`src/rtl/mem_arbiter_n.sv`:
```
// Memory-side arbiter for N cache ports sharing one pipelined main memory.
// Serves aligned line fills (one address per cycle) and single-word write-through.
module mem_arbiter_n #(
  parameter int N_PORTS    = 2,
  parameter int ADDR_W     = 16,
  parameter int DATA_W     = 16,
  parameter int LINE_WORDS = 8,
  parameter int RR_MODE    = 1
) (
  input  logic                          clk,
  input  logic                          rst_n,
  input  logic [N_PORTS-1:0]            req,
  input  logic [N_PORTS-1:0]            wr,
  input  logic [N_PORTS*ADDR_W-1:0]     addr,
  input  logic [N_PORTS*DATA_W-1:0]     wdata,
  output logic [N_PORTS-1:0]            gnt,
  output logic [N_PORTS-1:0]            resp_valid,
  output logic [DATA_W-1:0]             resp_data,
  output logic [$clog2(LINE_WORDS)-1:0] resp_idx,
  output logic [N_PORTS-1:0]            done,
  output logic                          mem_en,
  output logic                          mem_wr,
  output logic [ADDR_W-1:0]             mem_addr,
  output logic [DATA_W-1:0]             mem_wdata,
  input  logic [DATA_W-1:0]             mem_rdata,
  input  logic                          mem_valid
);
  localparam int IDX_W  = $clog2(LINE_WORDS);
  localparam int CNT_W  = IDX_W + 1;
  localparam int PORT_W = (N_PORTS > 1) ? $clog2(N_PORTS) : 1;
  localparam logic [ADDR_W-1:0] LINE_MASK = ADDR_W'(LINE_WORDS * 2 - 1);

  typedef enum logic [2:0] {
    ST_IDLE  = 3'd0,
    ST_ISSUE = 3'd1,
    ST_DRAIN = 3'd2,
    ST_WRITE = 3'd3,
    ST_DONE  = 3'd4
  } state_t;

  state_t              state_r, state_nx_s;
  logic [PORT_W-1:0]   rr_ptr_r, rr_ptr_nx_s, search_start_s, win_idx_s;
  logic                win_found_s;
  logic [N_PORTS-1:0]  gnt_r;
  logic [ADDR_W-1:0]   addr_r, line_off_s;
  logic [DATA_W-1:0]   wdata_r;
  logic [CNT_W-1:0]    issue_cnt_r, ret_cnt_r;
  logic                ret_valid_s;
  logic [ADDR_W-1:0]   addr_arr_s  [N_PORTS];
  logic [DATA_W-1:0]   wdata_arr_s [N_PORTS];

  // First requester found scanning upward from start, wrapping at N_PORTS.
  function automatic logic [PORT_W:0] pick_winner(input logic [N_PORTS-1:0] reqs,
                                                  input logic [PORT_W-1:0]  start);
    logic              found;
    logic [PORT_W-1:0] idx;
    logic [PORT_W-1:0] cand;
    int                j;
    found = 1'b0;
    idx   = '0;
    for (int i = 0; i < N_PORTS; i++) begin
      j = int'(start) + i;
      if (j >= N_PORTS) begin
        j = j - N_PORTS;
      end
      cand = PORT_W'(j);
      if (!found && reqs[cand]) begin
        found = 1'b1;
        idx   = cand;
      end
    end
    return {found, idx};
  endfunction

  for (genvar g = 0; g < N_PORTS; g++) begin : g_unpack
    assign addr_arr_s[g]  = addr[g*ADDR_W +: ADDR_W];
    assign wdata_arr_s[g] = wdata[g*DATA_W +: DATA_W];
  end

  assign search_start_s = (RR_MODE != 0) ? rr_ptr_r : '0;
  assign {win_found_s, win_idx_s} = pick_winner(req, search_start_s);
  assign rr_ptr_nx_s = (win_idx_s == PORT_W'(N_PORTS - 1)) ? '0 : win_idx_s + PORT_W'(1);
  // Offset is OR-ed into the aligned base so the burst can never carry out of its line.
  assign line_off_s  = ADDR_W'({issue_cnt_r[IDX_W-1:0], 1'b0});
  assign ret_valid_s = mem_valid && ((state_r == ST_ISSUE) || (state_r == ST_DRAIN))
                       && (ret_cnt_r < CNT_W'(LINE_WORDS));

  // State register.
  always_ff @(posedge clk or negedge rst_n) begin
    if (!rst_n) begin
      state_r <= ST_IDLE;
    end else begin
      state_r <= state_nx_s;
    end
  end

  // Next-state decode.
  always_comb begin
    state_nx_s = ST_IDLE;
    case (state_r)
      ST_IDLE: begin
        if (win_found_s) begin
          state_nx_s = wr[win_idx_s] ? ST_WRITE : ST_ISSUE;
        end else begin
          state_nx_s = ST_IDLE;
        end
      end
      ST_ISSUE: state_nx_s = (issue_cnt_r == CNT_W'(LINE_WORDS - 1)) ? ST_DRAIN : ST_ISSUE;
      ST_DRAIN: state_nx_s = (ret_cnt_r == CNT_W'(LINE_WORDS)) ? ST_DONE : ST_DRAIN;
      ST_WRITE: state_nx_s = ST_DONE;
      ST_DONE:  state_nx_s = ST_IDLE;
      default:  state_nx_s = ST_IDLE;
    endcase
  end

  // Grant, latched request, counters and round-robin pointer.
  always_ff @(posedge clk or negedge rst_n) begin
    if (!rst_n) begin
      gnt_r       <= '0;
      addr_r      <= '0;
      wdata_r     <= '0;
      issue_cnt_r <= '0;
      ret_cnt_r   <= '0;
      rr_ptr_r    <= '0;
    end else begin
      case (state_r)
        ST_IDLE: begin
          if (win_found_s) begin
            gnt_r       <= N_PORTS'(1) << win_idx_s;
            addr_r      <= addr_arr_s[win_idx_s];
            wdata_r     <= wdata_arr_s[win_idx_s];
            issue_cnt_r <= '0;
            ret_cnt_r   <= '0;
            if (RR_MODE != 0) begin
              rr_ptr_r <= rr_ptr_nx_s;
            end
          end
        end
        ST_ISSUE: issue_cnt_r <= issue_cnt_r + CNT_W'(1);
        ST_DONE:  gnt_r <= '0;
        default:  gnt_r <= gnt_r;
      endcase
      if (ret_valid_s) begin
        ret_cnt_r <= ret_cnt_r + CNT_W'(1);
      end
    end
  end

  // Output decode; fill words pass straight from memory to the owner.
  always_comb begin
    gnt       = gnt_r;
    done      = '0;
    mem_en    = 1'b0;
    mem_wr    = 1'b0;
    mem_addr  = '0;
    mem_wdata = '0;
    case (state_r)
      ST_ISSUE: begin
        mem_en   = 1'b1;
        mem_addr = (addr_r & ~LINE_MASK) | line_off_s;
      end
      ST_WRITE: begin
        mem_en    = 1'b1;
        mem_wr    = 1'b1;
        mem_addr  = addr_r;
        mem_wdata = wdata_r;
      end
      ST_DONE: done = gnt_r;
      default: done = '0;
    endcase
    if (ret_valid_s) begin
      resp_valid = gnt_r;
      resp_data  = mem_rdata;
      resp_idx   = ret_cnt_r[IDX_W-1:0];
    end else begin
      resp_valid = '0;
      resp_data  = '0;
      resp_idx   = '0;
    end
  end

endmodule
```
`config.mk`:
```
export PLATFORM = sky130hd
export DESIGN_NAME = mem_arbiter_n
export DESIGN_NICKNAME = d
export VERILOG_FILES = /design/src/rtl/mem_arbiter_n.sv
export SDC_FILE = /design/constraint.sdc
export NUM_CORES = 1
export LEC_CHECK = 0
export BUFFER_PORTS_ARGS = -buffer_cell sky130_fd_sc_hd__buf_2
export CORE_AREA = 2 2 80 82
export DETAILED_ROUTE_END_ITERATION = 7
export DIE_AREA = 0 0 82 84
export GPL_TIMING_DRIVEN = 0
export PLACE_DENSITY_LB_ADDON = 0.25
export SKIP_CTS_REPAIR_TIMING = 1
export SYNTH_ARGS = -nofsm -noshare
export SYNTH_HDL_FRONTEND = slang
export SYNTH_SLANG_ARGS = --single-unit
```
`constraint.sdc`:
```
create_clock -name clk -period 2 [get_ports clk]
set_clock_uncertainty 0.15 [all_clocks]
set_input_delay 0.1 -clock clk [delete_from_list [all_inputs] [get_ports clk]]
set_output_delay 0.1 -clock clk [all_outputs]
set_load 0.02 [all_outputs]
```
# ---- Yosys cells after proc, flatten, opt, wreduce, memory -nomap -nowiden
# Index checks and enable logic that the tools add are counted.
dict set report totals {
  inputBits 87
  wordCells 83
  regBits 46
  out_inout_bits 59
}
dict set report op_classes {
  n_reduce_logical 15
  bitwise 2
  n_mux 38
  order_cmp 7
  add_sub_neg 6
  shift 1
  eq_ne 7
}
# operator count
set ops {}
lappend ops {{$mux W16} 8}
lappend ops {{$pmux W16 S2} 1}
lappend ops {{$or A16 B4 Y16} 1}
lappend ops {{$mux W1} 15}
lappend ops {{$mux W2} 6}
lappend ops {{$mux W4} 3}
lappend ops {{$pmux W3 S4} 1}
lappend ops {{$add A4 B1 Y4 const B} 2}
lappend ops {{$pmux W4 S2} 1}
lappend ops {{$reduce_and A2 Y1} 4}
lappend ops {{$reduce_bool A2 Y1} 4}
lappend ops {{$eq A3 B2 Y1 const B} 2}
lappend ops {{$lt A1 B2 Y1 const B} 3}
lappend ops {{$mux W3} 2}
lappend ops {{$eq A4 B3 Y1 const B} 1}
lappend ops {{$eq A4 B4 Y1 const B} 1}
lappend ops {{$ge A2 B2 Y1 const B} 2}
lappend ops {{$lt A4 B4 Y1 const B} 1}
lappend ops {{$pmux W2 S2} 1}
lappend ops {{$eq A3 B1 Y1 const B} 1}
lappend ops {{$eq A3 B3 Y1 const B} 1}
lappend ops {{$logic_and A1 B1 Y1} 3}
lappend ops {{$logic_not A3 Y1} 1}
lappend ops {{$add A1 B1 Y2 const B} 1}
lappend ops {{9 further kinds} 10}

# ---- Logic depth before layout (Yosys ltp)
# Gate-level depths: netlist of the first run.
dict set report logic_depth {
  depth_word 13
  depth_mapped 6
  mapped_depth_nobuf 5
}

# ---- Worst setup path before layout of the first run
# No wires, ideal clock.
dict set report synth_timing {
  path_kind {reg-to-output}
  from {reg state_r[2]}
  to {out mem_addr[10]}
  setup_slack_ns 0.410
  path_buffers 1
  path_stages_with_launch 4
  t_arrival_ns 1.340
  t_required_ns 1.750
  path_cell_list {dfrtp_1 and2b_4 clkbuf_1 and2_1}
}
dict set report synth_via {
  elab_chain_len 2
  word_cells_on_any_way 3
  cone_classes {eq/ne (2); mux (1)}
}
# element line_no
set synth_rtl {}
lappend synth_rtl {{start: declaration} 41} ;# state_t state_r, state_nx_s;
lappend synth_rtl {{start signal: assignment} 93} ;# state_r <= state_nx_s;
lappend synth_rtl {{$eq A3 B2 Y1 / $eq A3 B1 Y1 (equally long branches)} 157} ;# case (state_r)
lappend synth_rtl {{$pmux W16 S2 (*)} 157}
lappend synth_rtl {{end: declaration} 23} ;# output logic [ADDR_W-1:0] mem_addr,
# Mark *: on every way between the ends. The rest lies on a longest branch, timed or not.

# ---- Worst setup path after layout of the first run
dict set report layout_timing {
  from {reg state_r[0]}
  to {out resp_valid[1]}
}
dict set report layout_via {
  elab_chain_len 5
  word_cells_on_any_way 6
  cone_classes {eq/ne (2); mux (1); reduce/logical (3)}
}
# element line_no
set layout_rtl {}
lappend layout_rtl {{$eq A3 B1 Y1 / $eq A3 B2 Y1 (equally long branches)} 85} ;# assign ret_valid_s = mem_valid && ((state_r == ST_ISSUE) || (state_r == ST_DRAIN))
lappend layout_rtl {{$logic_or A1 B1 Y1 (*)} 85}
lappend layout_rtl {{$logic_and A1 B1 Y1 (*)} 85}
lappend layout_rtl {{$logic_and A1 B1 Y1 (*)} 86} ;# && (ret_cnt_r < CNT_W'(LINE_WORDS));
lappend layout_rtl {{$mux W2 (*)} 171} ;# if (ret_valid_s) begin
lappend layout_rtl {{end: declaration} 17} ;# output logic [N_PORTS-1:0] resp_valid,
# Marked as above.

==> run_results.csv, run 1 <==
group,metric,value,unit
place,portBuffers,145,
job,maxCapViolCount,0,
worst_setup_path,cp_slowest_cell,"dfrtp_1",
cts,cts_root_buffer,"clkbuf_8",
drt,wl_per_cell,13.97,µm
worst_setup_path,critPathArrivalTime,1650,ps
worst_setup_path,critical_path_class,"register to output port",
global_routing,grt_pass1_wl,10.44,mm
synthesis,synthCells,274,
drt,first_pass_iters,4,
place,dp_slack,256.1,ps
worst_setup_path,worst_setup_path_end_kind,"output port",
layout,fin_util,0.6751,
cts,cts.sinks,46,
floorplan,die_area,0.006888,mm²
synthesis,yosys_warnings,0,
cts,cts_tree,"yes",
global_routing,grt_overflow_total,0,
worst_setup_path,path_buf_inv,2,
synthesis,yosysMostFrequentCell,"dfrtp_1",
synthesis,synth_seq_cells,46,
synthesis,netlist_area,0.002590,mm²
floorplan,die_h,84,µm
power_and_ir_drop,power,4967,µW
cts,htree_levels,2,
synthesis,ys.flop_type,"dfrtp_1",
synthesis,ys_top_cells_by_area,"dfrtp_1, mux2i_1, and2_1",
timing,finalCritPeriodShare,0.9483,
timing,whs,-58.39,ps
global_routing,grt_start_max_net_pins,47,
timing,fmax,527.3,MHz
synthesis,yosysSeqAreaShare,0.4444,
worst_setup_path,cp-start-kind,"register",
synthesis,netlist.top_cell.by_area,"dfrtp_1",
synthesis,async_reset_ff_frac,1.000,
floorplan,io_pins,146,
layout,num_antenna_cells,0,
cts,clk_latency,290,ps
worst_setup_path,crit_path_cell_trace,"xor2_1, and3_4, clkbuf_4, and2_1, buf_2",
cts,clockBufferDepth,2,
worst_setup_path,crit_family,"flip-flops",
status,status,"finished, violations left",
drt,via_count,2750,
synthesis,syn_avg_cell_area,9.452,µm²
timing,hold_viol,4,
synthesis,ys_top_cells_by_count,"dfrtp_1, o21ai_1, nand2_1",
power_and_ir_drop,leakage,0.002299,µW
power_and_ir_drop,pwr_density_cell,1207,mW/mm²
status,violations,"negative hold slack",
synthesis,syn_nets,364,
floorplan,core_region_area,0.006096,mm²
synthesis,synth-edff-count,0,
power_and_ir_drop,ir_worst_vdd,644.0,µV
drt,drcViolationCount,0,
cts,cts_buffers,5,
floorplan,dieWidth,82,µm
timing,finalSetupViolations,0,
place,gp_congestion,0.8188,
global_routing,antenna_found_initial,0,
place,dp_hpwl,5.095,mm
global_routing,grt_usage,0.1967,
timing,final_max_slew_viol_count,0,
drt,wl,7.880,mm
timing,fin_setup_tns,0,ps
synthesis,yosys.cell_types.count,34,
cts,clkTransAtPathRegs,80,ps
timing,worst_slew_pin_slew,989.2,ps
layout,nets,577,
layout,layout-drive-gt1-share,0.3676,
floorplan,start_util,0.4249,
timing,period_minus_slack,1897,ps
layout,areaGrowthSynthToFinish,58.89,%
timing,fin_ws,103.4,ps
worst_setup_path,required,1750,ps
drt,via_per_inst,4.876,
worst_hold_path,hold_path_class,"input port to register",
floorplan,rows,29,
worst_setup_path,critical_path.max_fanout,10,
worst_setup_path,slowest_delay,440,ps
synthesis,synth_top_area_share,0.4444,
global_routing,grt_pass1_vias,2289,
timing,relSlewSlack,0.3405,
drt,ant_nets,0,
drt,drt_iter0_markers,91,
worst_setup_path,rrSetupSlack,190,ps
==> worst paths after layout <==
check,to,depth (start not counted),start
worst max-delay path,resp_valid[1],5,state_r[0]
worst min-delay path,addr_r[0],3,addr[16]
worst max register to register,addr_r[13],5,rr_ptr_r
worst min register to register,addr_r[6],2,addr_r[6]
max in group asynchronous,state_r[1],2,rst_n
min in group asynchronous,wdata_r[5],2,rst_n
==> cell families (layout without fill, tap and decap cells) <==
family | count (synthesis) | in the layout | synth area share
buffers and inverters | 25 | 238 | 0.05700
XOR/XNOR | 2 | 2 | 0.006765
adder cells (fa/ha/maj) | 3 | 3 | 0.01449
multiplexers | 33 | 33 | 0.1275
AND/OR/NAND/NOR | 111 | 111 | 0.2251
AO/OA/AOI/OAI | 54 | 54 | 0.1246
flip-flops | 46 | 46 | 0.4444
==> flip-flops by register name (all words and copies together) (netlist names) <==
register and count:
addr_r 16, gnt 2, issue_cnt_r 4, ret_cnt_r 4
rr_ptr_r 1, state_r 3, wdata_r 16
==> stage by stage <==
stage / instance area (µm²) / cells
3_3_place_gp: 3412 / 496
4_1_cts: 3488 / 503
5_1_grt: 4115 / 564
2_1_floorplan: 2590 / 274
6_report: 4115 / 564
3_5_place_dp: 3412 / 496
==> metal layers <==
metal	GRT usage	share of wire	vias up	routed length (µm)
li1	-	-	1364	-
met1	0.2415	0.39	1248	3044
met2	0.3422	0.53	116	4160
met3	0.03139	0.055	22	432
met4	0.06818	0.031	0	242
met5	0	0	-	0
==> layout by cell type, fill, tap and decap left out, types with 6 or more instances in the layout <==
cell type / synthesis / layout
and2_1: 32 / 32
o21ai_1: 39 / 39
nand3_1: 6 / 6
nand2_1: 37 / 37
buf_2: 7 / 151
mux2i_1: 33 / 33
dlygate4sd3_1: 0 / 61
nor2_1: 9 / 9
and3_1: 20 / 19
dfrtp_1: 46 / 44
==> where the power goes <==
group          total, µW  internal (µW)  switching [µW]
clock                527            241             286
sequential          1630           1360             271
combinational       2810           1150            1660
total               4970           2750            2210
==> final cells by class <==
| class | instances | area (µm²) |
|---|---|---|
| well taps | 77 | 96.34 |
| flip-flops and latches | 46 | 1154 |
| inverters | 5 | 18.77 |
| plain buffers | 20 | 137.6 |
| fillers | 512 | 1981 |
| multi-input cells | 203 | 1296 |
| clock buffers | 7 | 76.32 |
| repair buffers | 206 | 1336 |
==> worst reg2reg max path, stage by stage, from the launching register on <==
cell and delay [ps]:
dfrtp_1 380, o21ai_1 120, buf_4 200, mux2i_1 220, dlygate4sd3_1 580, o21ai_1 60
No activity file was read; power rests on OpenSTA's default activity.
==> run 2, diff against run 1 <==
GPL_ROUTABILITY_DRIVEN = 0   (was default)
RECOVER_POWER = 100   (was default)
==> run_results.csv, run 2 (same netlist as run 1, synthesis figures left out) <==
group,metric,value,unit
timing,fin_setup_tns,0,ps
drt,drcViolationCount,0,
layout,num_antenna_cells,0,
worst_hold_path,hold_path_class,"input port to register",
floorplan,io_pins,146,
worst_setup_path,r2r_cells,5,
worst_setup_path,cp-start-kind,"register",
global_routing,grt_pass1_wl,10.44,mm
place,dp_slack,256.1,ps
layout,layout_common_cells,"buf_2, dlygate4sd3_1, clkbuf_2, dfrtp_1, nand2_1",
place,placed_area,0.003412,mm²
worst_setup_path,rrSetupSlack,160,ps
worst_setup_path,reg2reg_to,"addr_r[13]",
worst_setup_path,r2r_start,"rr_ptr_r",
worst_setup_path,cp_slowest_cell,"dfrtp_1",
global_routing,antenna_found_initial,0,
drt,first_pass_iters,4,
layout,nets,577,
floorplan,core_region_area,0.006096,mm²
timing,relSlewSlack,0.2646,
layout,top_regs,"addr_r (16), wdata_r (16)",
drt,drt_iter0_markers,83,
power_and_ir_drop,pwr_density_cell,1199,mW/mm²
worst_setup_path,slowest_delay,430,ps
layout,final_area,0.004095,mm²
timing,finalSetupViolations,0,
floorplan,die_h,84,µm
place,portBuffers,145,
timing,fmax,527.1,MHz
status,violations,"negative hold slack",
job,maxCapViolCount,0,
timing,hold_viol,4,
global_routing,grt_start_max_net_pins,47,
layout,layout_commonest_cell,"buf_2",
worst_setup_path,crit_end,"resp_valid[1]",
timing,period_minus_slack,1897,ps
timing,final_max_slew_viol_count,0,
worst_setup_path,crit_family,"flip-flops",
cts,cts.sinks,46,
cts,cts_root_buffer,"clkbuf_8",
worst_setup_path,startpoint,"state_r[0]",
power_and_ir_drop,ir_worst_vdd,642.1,µV
drt,via_count,2754,
global_routing,grt_usage,0.1967,
floorplan,die_area,0.006888,mm²
drt,wl_per_cell,13.94,µm
place,dp_hpwl,5.095,mm
cts,clkTransAtPathRegs,80,ps
floorplan,start_util,0.4249,
timing,finalCritPeriodShare,0.9487,
worst_setup_path,worst_setup_path_end_kind,"output port",
worst_setup_path,required,1750,ps
timing,fin_ws,102.7,ps
drt,via_per_inst,4.883,
layout,areaGrowthSynthToFinish,58.12,%
cts,cts_tree,"yes",
worst_setup_path,critPathArrivalTime,1650,ps
drt,ant_nets,0,
worst_setup_path,path_buf_inv,2,
floorplan,rows,29,
timing,whs,-57.05,ps
worst_setup_path,critical_path.max_fanout,10,
worst_setup_path,crit_path_cell_trace,"xor2_1, and3_4, clkbuf_4, and2_1, clkbuf_2",
worst_setup_path,worst-path-stages,5,
cts,clockBufferDepth,2,
timing,worst_slew_pin_slew,1103,ps
drt,wl,7.864,mm
cts,htree_levels,2,
floorplan,dieWidth,82,µm
global_routing,grt_overflow_total,0,
timing,rsz0062_at_grt,"false",
cts,cts_buffers,5,
worst_setup_path,critical_path_class,"register to output port",
status,status,"finished, violations left",
power_and_ir_drop,leakage,0.002235,µW
layout,layout-drive-gt1-share,0.3470,
cts,clk_latency,290,ps
global_routing,grt_pass1_vias,2289,
==> run 2: worst min-delay path by stage <==
| stage | from | to | slack, ps | depth (start not counted) |
|---|---|---|---|---|
| finish | addr[16] | addr_r[0] | -60 | 3 |
| global route | wdata[12] | wdata_r[12] | 2 | 3 |
| CTS | rst_n | wdata_r[2] | -140 | 1 |
| detailed placement | rst_n | wdata_r[2] | 170 | 1 |
| global placement | rst_n | wdata_r[2] | 180 | 1 |
| floorplan | rst_n | addr_r[0] | -350 | 0 |
==> run 2: area by class of cell <==
type                       instances  area (µm²)
multi-input combinational        203        1289
clock buffer                       7       76.32
inverter                           5       18.77
fill                             519        2001
buffer                            20       135.1
timing repair buffer             206        1326
tap                               77       96.34
sequential                        46        1154
==> run 2: worst register-to-register path: stages (launching register included) <==
cell and delay (ps):
dfrtp_1 380, o21ai_1 120, buf_4 200, mux2i_1 210, dlygate4sd3_1 580, o21ai_0 70
==> run 2: through the flow <==
step	std cells	power (µW)	util	hold slack (ps)
2_1_floorplan	274	3466	-	-345.6
3_3_place_gp	496	4249	0.5597	179.7
3_5_place_dp	496	4314	0.5597	174.4
4_1_cts	503	4844	0.5723	-139.5
5_1_grt	564	5312	0.6718	1.802
6_report	564	4912	0.6718	-57.05
==> run 2: routing by layer <==
| metal | track usage | wire length (µm) | vias up |
|---|---|---|---|
| met5 | 0 | 0 | - |
| met4 | 0.06818 | 244 | 0 |
| met2 | 0.3422 | 4139 | 117 |
| met1 | 0.2415 | 3026 | 1253 |
| li1 | - | - | 1362 |
| met3 | 0.03139 | 454 | 22 |
==> run 2: where the power goes <==
group	switching, µW	internal, µW
clock	286	241
combinational	1650	1100
sequential	269	1360
total	2210	2700
